<file path="src/rtl/lsu_pkg.sv">
// Shared types, funct3 encodings and helpers for the load/store unit.
package lsu_pkg;

  localparam int unsigned XLEN  = 32;
  localparam int unsigned CNT_W = 8;

  typedef enum logic [1:0] {
    S_IDLE = 2'd0,
    S_REQ  = 2'd1,
    S_WAIT = 2'd2,
    S_RESP = 2'd3
  } state_t;

  localparam logic [2:0] F3_LB  = 3'b000;
  localparam logic [2:0] F3_LH  = 3'b001;
  localparam logic [2:0] F3_LW  = 3'b010;
  localparam logic [2:0] F3_LBU = 3'b100;
  localparam logic [2:0] F3_LHU = 3'b101;
  localparam logic [2:0] F3_SB  = 3'b000;
  localparam logic [2:0] F3_SH  = 3'b001;
  localparam logic [2:0] F3_SW  = 3'b010;

  // Load is legal when funct3 is a supported width and the address is naturally aligned.
  function automatic logic load_legal(input logic [2:0] f3, input logic [1:0] offset);
    logic ok;
    ok = 1'b0;
    case (f3)
      F3_LB, F3_LBU: ok = 1'b1;
      F3_LH, F3_LHU: ok = ~offset[0];
      F3_LW:         ok = (offset == 2'b00);
      default:       ok = 1'b0;
    endcase
    return ok;
  endfunction

  // Replicate narrow store data across every lane; the strobes select the live ones.
  function automatic logic [XLEN-1:0] store_align(input logic [2:0] f3, input logic [XLEN-1:0] wdata);
    logic [XLEN-1:0] d;
    case (f3)
      F3_SB:   d = {4{wdata[7:0]}};
      F3_SH:   d = {2{wdata[15:0]}};
      default: d = wdata;
    endcase
    return d;
  endfunction

endpackage

</file>
<file path="src/rtl/load_extractor.sv">
// Selects the addressed byte/half of a load word and sign- or zero-extends it.
module load_extractor
  import lsu_pkg::*;
(
  input  logic [XLEN-1:0] rdata,
  input  logic [1:0]      offset,
  input  logic [2:0]      f3,
  output logic [XLEN-1:0] data
);

  logic [7:0]  byte_sel;
  logic [15:0] half_sel;

  always_comb begin
    byte_sel = rdata[{offset, 3'b000} +: 8];
    half_sel = offset[1] ? rdata[31:16] : rdata[15:0];
    data     = rdata;
    case (f3)
      F3_LB:   data = {{24{byte_sel[7]}}, byte_sel};
      F3_LBU:  data = {24'd0, byte_sel};
      F3_LH:   data = {{16{half_sel[15]}}, half_sel};
      F3_LHU:  data = {16'd0, half_sel};
      default: data = rdata;
    endcase
  end

endmodule

</file>
<file path="src/rtl/load_store_unit.sv">
// Memory-access stage: legality check, valid/ready data-memory port, load extension,
// core stall and per-access timeout.
module load_store_unit
  import lsu_pkg::*;
#(
  parameter int unsigned TIMEOUT_CYCLES = 16
) (
  input  logic            clk,
  input  logic            rst,
  input  logic            req_valid,
  output logic            req_ready,
  input  logic            req_write,
  input  logic [2:0]      req_f3,
  input  logic [XLEN-1:0] req_addr,
  input  logic [XLEN-1:0] req_wdata,
  input  logic [3:0]      req_byte_enable,
  output logic            stall,
  output logic            rsp_valid,
  output logic [XLEN-1:0] rsp_rdata,
  output logic            rsp_error,
  output logic            mem_valid,
  input  logic            mem_ready,
  output logic            mem_we,
  output logic [XLEN-1:0] mem_addr,
  output logic [XLEN-1:0] mem_wdata,
  output logic [3:0]      mem_wstrb,
  input  logic            mem_rvalid,
  input  logic [XLEN-1:0] mem_rdata
);

  localparam logic [CNT_W-1:0] CNT_LAST = CNT_W'(TIMEOUT_CYCLES - 1);

  state_t           state_q, state_d;
  logic [CNT_W-1:0] cnt_q, cnt_d;
  logic             we_q, we_d;
  logic [2:0]       f3_q, f3_d;
  logic [XLEN-1:0]  addr_q, addr_d;
  logic [XLEN-1:0]  wdata_q, wdata_d;
  logic [3:0]       wstrb_q, wstrb_d;
  logic [XLEN-1:0]  rdata_q, rdata_d;
  logic             err_q, err_d;
  logic             legal;
  logic [XLEN-1:0]  ext_data;

  assign legal = req_write ? (req_byte_enable != 4'b0000)
                           : load_legal(req_f3, req_addr[1:0]);

  load_extractor u_load_extractor (
    .rdata  (mem_rdata),
    .offset (addr_q[1:0]),
    .f3     (f3_q),
    .data   (ext_data)
  );

  always_ff @(posedge clk or posedge rst) begin
    if (rst) begin
      state_q <= S_IDLE;
      cnt_q   <= '0;
      we_q    <= 1'b0;
      f3_q    <= '0;
      addr_q  <= '0;
      wdata_q <= '0;
      wstrb_q <= '0;
      rdata_q <= '0;
      err_q   <= 1'b0;
    end else begin
      state_q <= state_d;
      cnt_q   <= cnt_d;
      we_q    <= we_d;
      f3_q    <= f3_d;
      addr_q  <= addr_d;
      wdata_q <= wdata_d;
      wstrb_q <= wstrb_d;
      rdata_q <= rdata_d;
      err_q   <= err_d;
    end
  end

  always_comb begin
    state_d = state_q;
    cnt_d   = cnt_q;
    we_d    = we_q;
    f3_d    = f3_q;
    addr_d  = addr_q;
    wdata_d = wdata_q;
    wstrb_d = wstrb_q;
    rdata_d = rdata_q;
    err_d   = err_q;

    case (state_q)
      S_IDLE: begin
        if (req_valid) begin
          we_d    = req_write;
          f3_d    = req_f3;
          addr_d  = req_addr;
          wdata_d = req_write ? store_align(req_f3, req_wdata) : '0;
          wstrb_d = req_write ? req_byte_enable : 4'b0000;
          rdata_d = '0;
          err_d   = ~legal;
          cnt_d   = '0;
          state_d = legal ? S_REQ : S_RESP;
        end
      end
      S_REQ: begin
        cnt_d = cnt_q + CNT_W'(1);
        // A completed handshake wins over a timeout in the same cycle.
        if (mem_ready) begin
          state_d = we_q ? S_RESP : S_WAIT;
        end else if (cnt_q >= CNT_LAST) begin
          err_d   = 1'b1;
          state_d = S_RESP;
        end
      end
      S_WAIT: begin
        cnt_d = cnt_q + CNT_W'(1);
        if (mem_rvalid) begin
          rdata_d = ext_data;
          state_d = S_RESP;
        end else if (cnt_q >= CNT_LAST) begin
          err_d   = 1'b1;
          state_d = S_RESP;
        end
      end
      S_RESP:  state_d = S_IDLE;
      default: state_d = S_IDLE;
    endcase
  end

  // Handshake and response flags decode from state; payloads come from registers.
  assign req_ready = (state_q == S_IDLE);
  assign stall     = (state_q == S_REQ) | (state_q == S_WAIT) | ((state_q == S_IDLE) & req_valid);
  assign mem_valid = (state_q == S_REQ);
  assign mem_we    = we_q;
  assign mem_addr  = {addr_q[XLEN-1:2], 2'b00};
  assign mem_wdata = wdata_q;
  assign mem_wstrb = wstrb_q;
  assign rsp_valid = (state_q == S_RESP);
  assign rsp_error = rsp_valid & err_q;
  assign rsp_rdata = rsp_valid ? rdata_q : '0;

endmodule

</file>
<file path="config.mk">
export PLATFORM = sky130hd
export DESIGN_NAME = load_store_unit
export DESIGN_NICKNAME = d
export VERILOG_FILES = /design/src/rtl/lsu_pkg.sv /design/src/rtl/load_extractor.sv /design/src/rtl/load_store_unit.sv
export SDC_FILE = /design/constraint.sdc
export NUM_CORES = 1
export LEC_CHECK = 0
export BUFFER_PORTS_ARGS = -buffer_cell sky130_fd_sc_hd__buf_4
export CORE_AREA = 2 2 117 119
export DETAILED_ROUTE_END_ITERATION = 8
export DIE_AREA = 0 0 119 121
export PLACE_DENSITY = 0.77
export SLEW_MARGIN = 30
export SYNTH_ARGS = -nofsm -noshare
export SYNTH_HDL_FRONTEND = slang
export SYNTH_SLANG_ARGS = --single-unit
</file>
<file path="constraint.sdc">
create_clock -name clk -period 4.52 [get_ports clk]
set_clock_uncertainty 0.15 [all_clocks]
set_input_delay 0.452 -clock clk [delete_from_list [all_inputs] [get_ports clk]]
set_output_delay 0.452 -clock clk [all_outputs]
set_load 0.02 [all_outputs]
</file>
==> results of run 1 <==
## final cells by class
type | count | area, um2
clock buffers | 23 | 478
inverters | 11 | 46.3
multi-input cells | 355 | 2530
well taps | 176 | 220
clock inverters | 9 | 128
repair buffers | 215 | 1610
flip-flops and latches | 115 | 2880
fillers | 1070 | 5190
## worst max-delay path: cells and delay by family (launching register included)
| family | cells | cell delay [ps] |
|---|---|---|
| and+or+nand+nor | 2 | 670 |
| adders and majority gates | 1 | 420 |
| DFF | 1 | 410 |
| buffers and inverters | 2 | 280 |
## metal layers
layer / vias to the layer above / global-route usage / part of all wire / wire length (um)
li1: 2244 / - / - / -
met3: 22 / 0.0869 / 0.099 / 1630
met5: - / 0 / 0 / 0
met1: 2393 / 0.270 / 0.40 / 6510
met2: 254 / 0.388 / 0.49 / 8060
met4: 0 / 0.0789 / 0.015 / 247
## sequential cells by signal, summed over array words and instances (netlist names)
name       flops
addr_q        32
cnt_q          8
err_q          1
f3_q           3
mem_wdata     32
mem_we         1
mem_wstrb      4
rdata_q       32
state_q        2
## per-stage QoR
| stage | hold WS (ps) | area [um2] | utilization | setup WS, ps | instances |
|---|---|---|---|---|---|
| 2_1_floorplan | 290 | 5800 | - | 874 | 546 |
| 3_3_place_gp | 304 | 7270 | 0.556 | 1870 | 872 |
| 3_5_place_dp | 310 | 7280 | 0.557 | 1920 | 872 |
| 4_1_cts | 81.9 | 7890 | 0.603 | 1710 | 904 |
| 5_1_grt | 112 | 7890 | 0.603 | 1600 | 904 |
| 6_report | 43.6 | 7890 | 0.603 | 1700 | 904 |
## kinds of logic after synthesis
group,count (synthesis),share of synthesized area
AOI/OAI and AO/OA,128,0.160
xor gates and xnor gates,2,0.00302
adders and majority gates,5,0.0108
buffers and inverters,76,0.0719
DFF,115,0.496
muxes,59,0.120
other,1,0.000647
and+or+nand+nor,159,0.137
## report_power, final
group	switching (mW)	leakage, nW	internal (mW)	total (mW)
combinational	1.31	2.13	1.12	2.44
sequential	0.390	1.47	1.51	1.90
clock	0.468	0.301	0.908	1.38
## path summary, 6_finish.rpt
check	depth (start not counted)	slack, ps	from	to
max in group asynchronous	3	3280	rst	rdata_q[4]$_DFFE_PP0P_
min in group clk	2	120	req_byte_enable[0]	mem_wstrb[0]$_DFFE_PP0P_
max reg2reg	6	1840	state_q[0]$_DFFE_PP0N_	rdata_q[21]$_DFFE_PP0P_
max	5	1700	state_q[1]$_DFFE_PP0N_	stall
min reg2reg	2	320	mem_wdata[10]$_DFFE_PP0P_	mem_wdata[10]$_DFFE_PP0P_
min	2	40	rst	mem_wdata[25]$_DFFE_PP0P_
## cells in the mapped netlist (all sizes together), types with 2 or more instances
cell      n  area [um2]
nor4      4        25.0
nand4     2        12.5
nor3      3        15.0
a21o      2        15.0
nor2b     5        31.3
a32o      8        80.1
and3      2        12.5
a22o     15         131
o21ai    44         220
nand2    61         229
a221o    21         223
nand3     5        25.0
mux2i    18         180
xnor2     2        17.5
buf      37         270
clkbuf   28         105
nand2b   14        87.6
dfrtp   115        2880
or2b      3        22.5
inv      11        41.3
nor2     18        67.6
a211oi    3        22.5
o22ai     6        37.5
mux2     36         405
o31ai     3        22.5
mux4      5         113
and2     37         231
ha        5        62.6
a21oi    19        95.1
==> impl_metrics.tcl, run 1 <==
set metrics [dict create \
    cts_inserted_buffers 17 \
    gr-total-overflow 0 \
    cp_data_required_time_ps 3920 \
    syn_to_final_growth_pct 36.1 \
    finalSetupViolations 0 \
    hold_viol 0 \
    track_usage 0.230 \
    cts_setup_buffers 0 \
    clock_sinks 115 \
    hpwl_mm 12.1 \
    hold_buffers 0 \
    drt_iter0_markers 453 \
    layout_common_cells "buf_4, dfrtp_1, nand2_1, o21ai_0, and2_1" \
    p_per_area_nw_per_um2 724 \
    gp_congestion 0.878 \
    wl_mm 16.4 \
    ios 215 \
    grt_pass1_vias 5006 \
    ys_ff_latch 115 \
    run_status "finished, final reports clean" \
    die_h_um 121 \
    slowest_stage "nand2_4" \
    ys_types 47 \
    cts_tree "done" \
    syn_avg_cell_area_um2 10.6 \
    syn_area_um2 5800 \
    path_class "reg -> out" \
    rows 42 \
    floorplan.initialDensity 0.443 \
    grt_pass1_wl_mm 25.6 \
    core_area_um2 13100 \
    clock-root-buffer "clkbuf_16" \
    fin_crit_ps 2820 \
    crit_chain "inv_1 > ha_1 > nand2_4 > nand2b_1 > buf_4" \
    max-cap-violations 0 \
    wl_per_cell_um 18.2 \
    syn_inst 545 \
    insertion_delay_ps 410 \
    timing.hold.worst.class "in -> async" \
    grt_max_degree 90 \
    max_freq_mhz 355 \
    drc_errors 0 \
    final_nets 829 \
    drive_above_1_share 0.413 \
    via_per_inst 5.43 \
    first_pass_iters 5 \
    critPathArrivalTime_ps 2220 \
    insertedDiodeCount 0 \
    slew-limit-headroom 0.395 \
    cts_max_level 4 \
    setup-tns-final_ps 0 \
    die_area_um2 14400 \
    cts_buffer_depth 2 \
    cp_slowest_stage_delay_ps 460 \
    end_kind "primary output" \
    synth_edf_count 0 \
    max_slew.worst_pin.slew_ps 907 \
    yosysSeqAreaShare 0.496 \
    synth_warnings 0 \
    vias 4913 \
    ir_worst_vdd_mv 0.435 \
    async_flop_share 1.00 \
    path_max_fanout 53 \
    final_common_cell "buf_4" \
    cp-start-kind "flop" \
    path_clk_slew_ps 50 \
    ys.flop_type "dfrtp_1" \
    portBuffers 212 \
    p_leak_nw 3.90 \
    rsz0062_at_grt "false" \
    slew_violations 0 \
    power_mw 5.71 \
    antenna_found_initial 0 \
    ctsResizeCount 0 \
    die_w_um 119 \
    finalCritPeriodShare 0.623 \
    ant_nets 0 \
]
Note: power is estimated with default switching activity, not from simulation.
==> run 2: changes to the inputs <==
--- a/config.mk
+++ b/config.mk
@@ -9,7 +9,7 @@
 export CORE_AREA = 2 2 117 119
 export DETAILED_ROUTE_END_ITERATION = 8
 export DIE_AREA = 0 0 119 121
-export PLACE_DENSITY = 0.77
+export PLACE_DENSITY = 0.8
 export SLEW_MARGIN = 30
 export SYNTH_ARGS = -nofsm -noshare
 export SYNTH_HDL_FRONTEND = slang
==> constraint.sdc (replaced) <==
create_clock -name clk -period 2.35 [get_ports clk]
set_clock_uncertainty 0.15 [all_clocks]
set_input_delay 0.235 -clock clk [delete_from_list [all_inputs] [get_ports clk]]
set_output_delay 0.235 -clock clk [all_outputs]
set_load 0.02 [all_outputs]
==> impl_metrics.tcl, run 2 (synthesized netlist as in run 1, its figures left out) <==
set metrics [dict create \
    gr-total-overflow 0 \
    rsz0062_at_grt "false" \
    max_slew.worst_pin.slew_ps 637 \
    pwr-share-seq 0.307 \
    wl_per_cell_um 19.1 \
    power_mw 11.5 \
    drive_above_1_share 0.382 \
    grt_pass1_vias 5710 \
    place_inst 886 \
    finalSetupViolations 0 \
    grt_pass1_wl_mm 29.6 \
    wl_mm 19.2 \
    run_status "finished, final reports clean" \
    clkPwrFrac 0.225 \
    r2r-end "rdata_q[18]$_DFFE_PP0P_" \
    p_per_area_nw_per_um2 1280 \
    switchingPower_mw 4.36 \
    hpwl_mm 12.2 \
    finalCritPeriodShare 0.975 \
    path_max_fanout 16 \
    fin_hold_ws_ps 49.8 \
    hold_viol 0 \
    end_kind "primary output" \
    core_area_um2 13100 \
    rr_worst_depth 6 \
    fin_cells 1006 \
    drt_iter0_markers 448 \
    vias 5481 \
    ir_worst_vdd_mv 0.987 \
    path_class "reg -> out" \
    startpoint "state_q[1]$_DFFE_PP0N_" \
    fin_crit_ps 2290 \
    antenna_found_initial 0 \
    via_per_inst 5.45 \
    p_leak_nw 4.39 \
    cts_buffer_depth 2 \
    die_w_um 119 \
    cp_data_required_time_ps 1970 \
    timing.hold.worst.class "in -> reg" \
    die_area_um2 14400 \
    first_pass_iters 5 \
    cp-start-kind "flop" \
    max_freq_mhz 436 \
    layout_common_cells "buf_4, dfrtp_1, dlygate4sd3_1, nand2_1, o21ai_0" \
    path_clk_slew_ps 50 \
    setup-tns-final_ps 0 \
    setup_slack_ps 57.9 \
    slew_violations 0 \
    power_frac_comb 0.468 \
    gp_congestion 0.883 \
    final_nets 934 \
    clock_sinks 115 \
    cts_max_level 4 \
    max-cap-violations 0 \
    insertedDiodeCount 0 \
    ant_nets 0 \
    syn_to_final_growth_pct 54.8 \
    rows 42 \
    insertion_delay_ps 410 \
    cts_tree "done" \
    clock-root-buffer "clkbuf_16" \
    track_usage 0.268 \
    slew-limit-headroom 0.575 \
    cts_inserted_buffers 17 \
    portBuffers 212 \
    post-place-ws_ps 3.32 \
    sw_frac_of_total 0.379 \
    r2r_slack_ps 110 \
    final_common_cell "buf_4" \
    r2r_start "state_q[0]$_DFFE_PP0N_" \
    drc_errors 0 \
    critPathArrivalTime_ps 1910 \
    cp-endpoint "stall" \
    floorplan.initialDensity 0.443 \
    ios 215 \
    grt_max_degree 116 \
    intPower_mw 7.13 \
    die_h_um 121 \
]
-- run 2: what timing repair did --
| action | in CTS | in global routing |
|---|---|---|
| endpoints found under the hold margin | 202 | 0 |
| hold buffers | 88 | 0 |
| pin swaps | 1 | 0 |
| gates resized for setup | 1 | 1 |
| setup endpoints to repair | 26 | 1 |
| gates cloned | 2 | 0 |
| setup buffers | 1 | 0 |
-- run 2: worst max-delay path, stage by stage (launching register included) --
cell and delay, ps:
dfrtp_1 430, inv_1 110, ha_1 230, buf_4 180, nand2_2 140, buf_12 180, nand2b_1 70, buf_4 150
-- run 2: how the worst min path moves through the flow --
stage / to / from / cells past startpoint / slack (ps)
global route: rdata_q[0]$_DFFE_PP0P_ / mem_rdata[0] / 3 / 40
CTS: rdata_q[9]$_DFFE_PP0P_ / mem_rdata[9] / 3 / 30
global placement: mem_wdata[28]$_DFFE_PP0P_ / mem_wdata[28]$_DFFE_PP0P_ / 2 / 300
floorplan: mem_wdata[0]$_DFFE_PP0P_ / req_wdata[0] / 1 / 220
finish: rdata_q[11]$_DFFE_PP0P_ / mem_rdata[11] / 3 / 50
detailed placement: mem_wdata[28]$_DFFE_PP0P_ / mem_wdata[28]$_DFFE_PP0P_ / 2 / 310
-- run 2: power groups by stage --
stage / sequential, mW / combinational (mW) / clock [mW]
floorplan: 3.72 / 3.13 / 0
global placement: 3.44 / 4.84 / 0
detailed placement: 3.49 / 5.01 / 0
CTS: 3.50 / 5.29 / 2.62
global route: 3.61 / 5.70 / 2.71
finish: 3.52 / 5.37 / 2.59
-- run 2: routing by layer --
metal  up-vias  track usage  routed length, um
li1       2454            -                  -
met5         -            0                  0
met2       351        0.469               9730
met3        68       0.0757               1600
met1      2608        0.292               6940
met4         0        0.150                924
-- run 2: area by class of cell --
cell class                 instances  area, um2
fill                             903       4110
sequential                       115       2880
timing repair buffer             320       2710
multi-input combinational        355       2530
clock buffer                      25        526
tap                              176        220
clock inverter                     4       70.1
inverter                          11       45.0
-- run 2: stage by stage --
stage	instance area, um2	util
2_1_floorplan	5810	-
3_3_place_gp	7400	0.566
3_5_place_dp	7400	0.566
4_1_cts	8970	0.686
5_1_grt	8980	0.686
6_report	8980	0.686
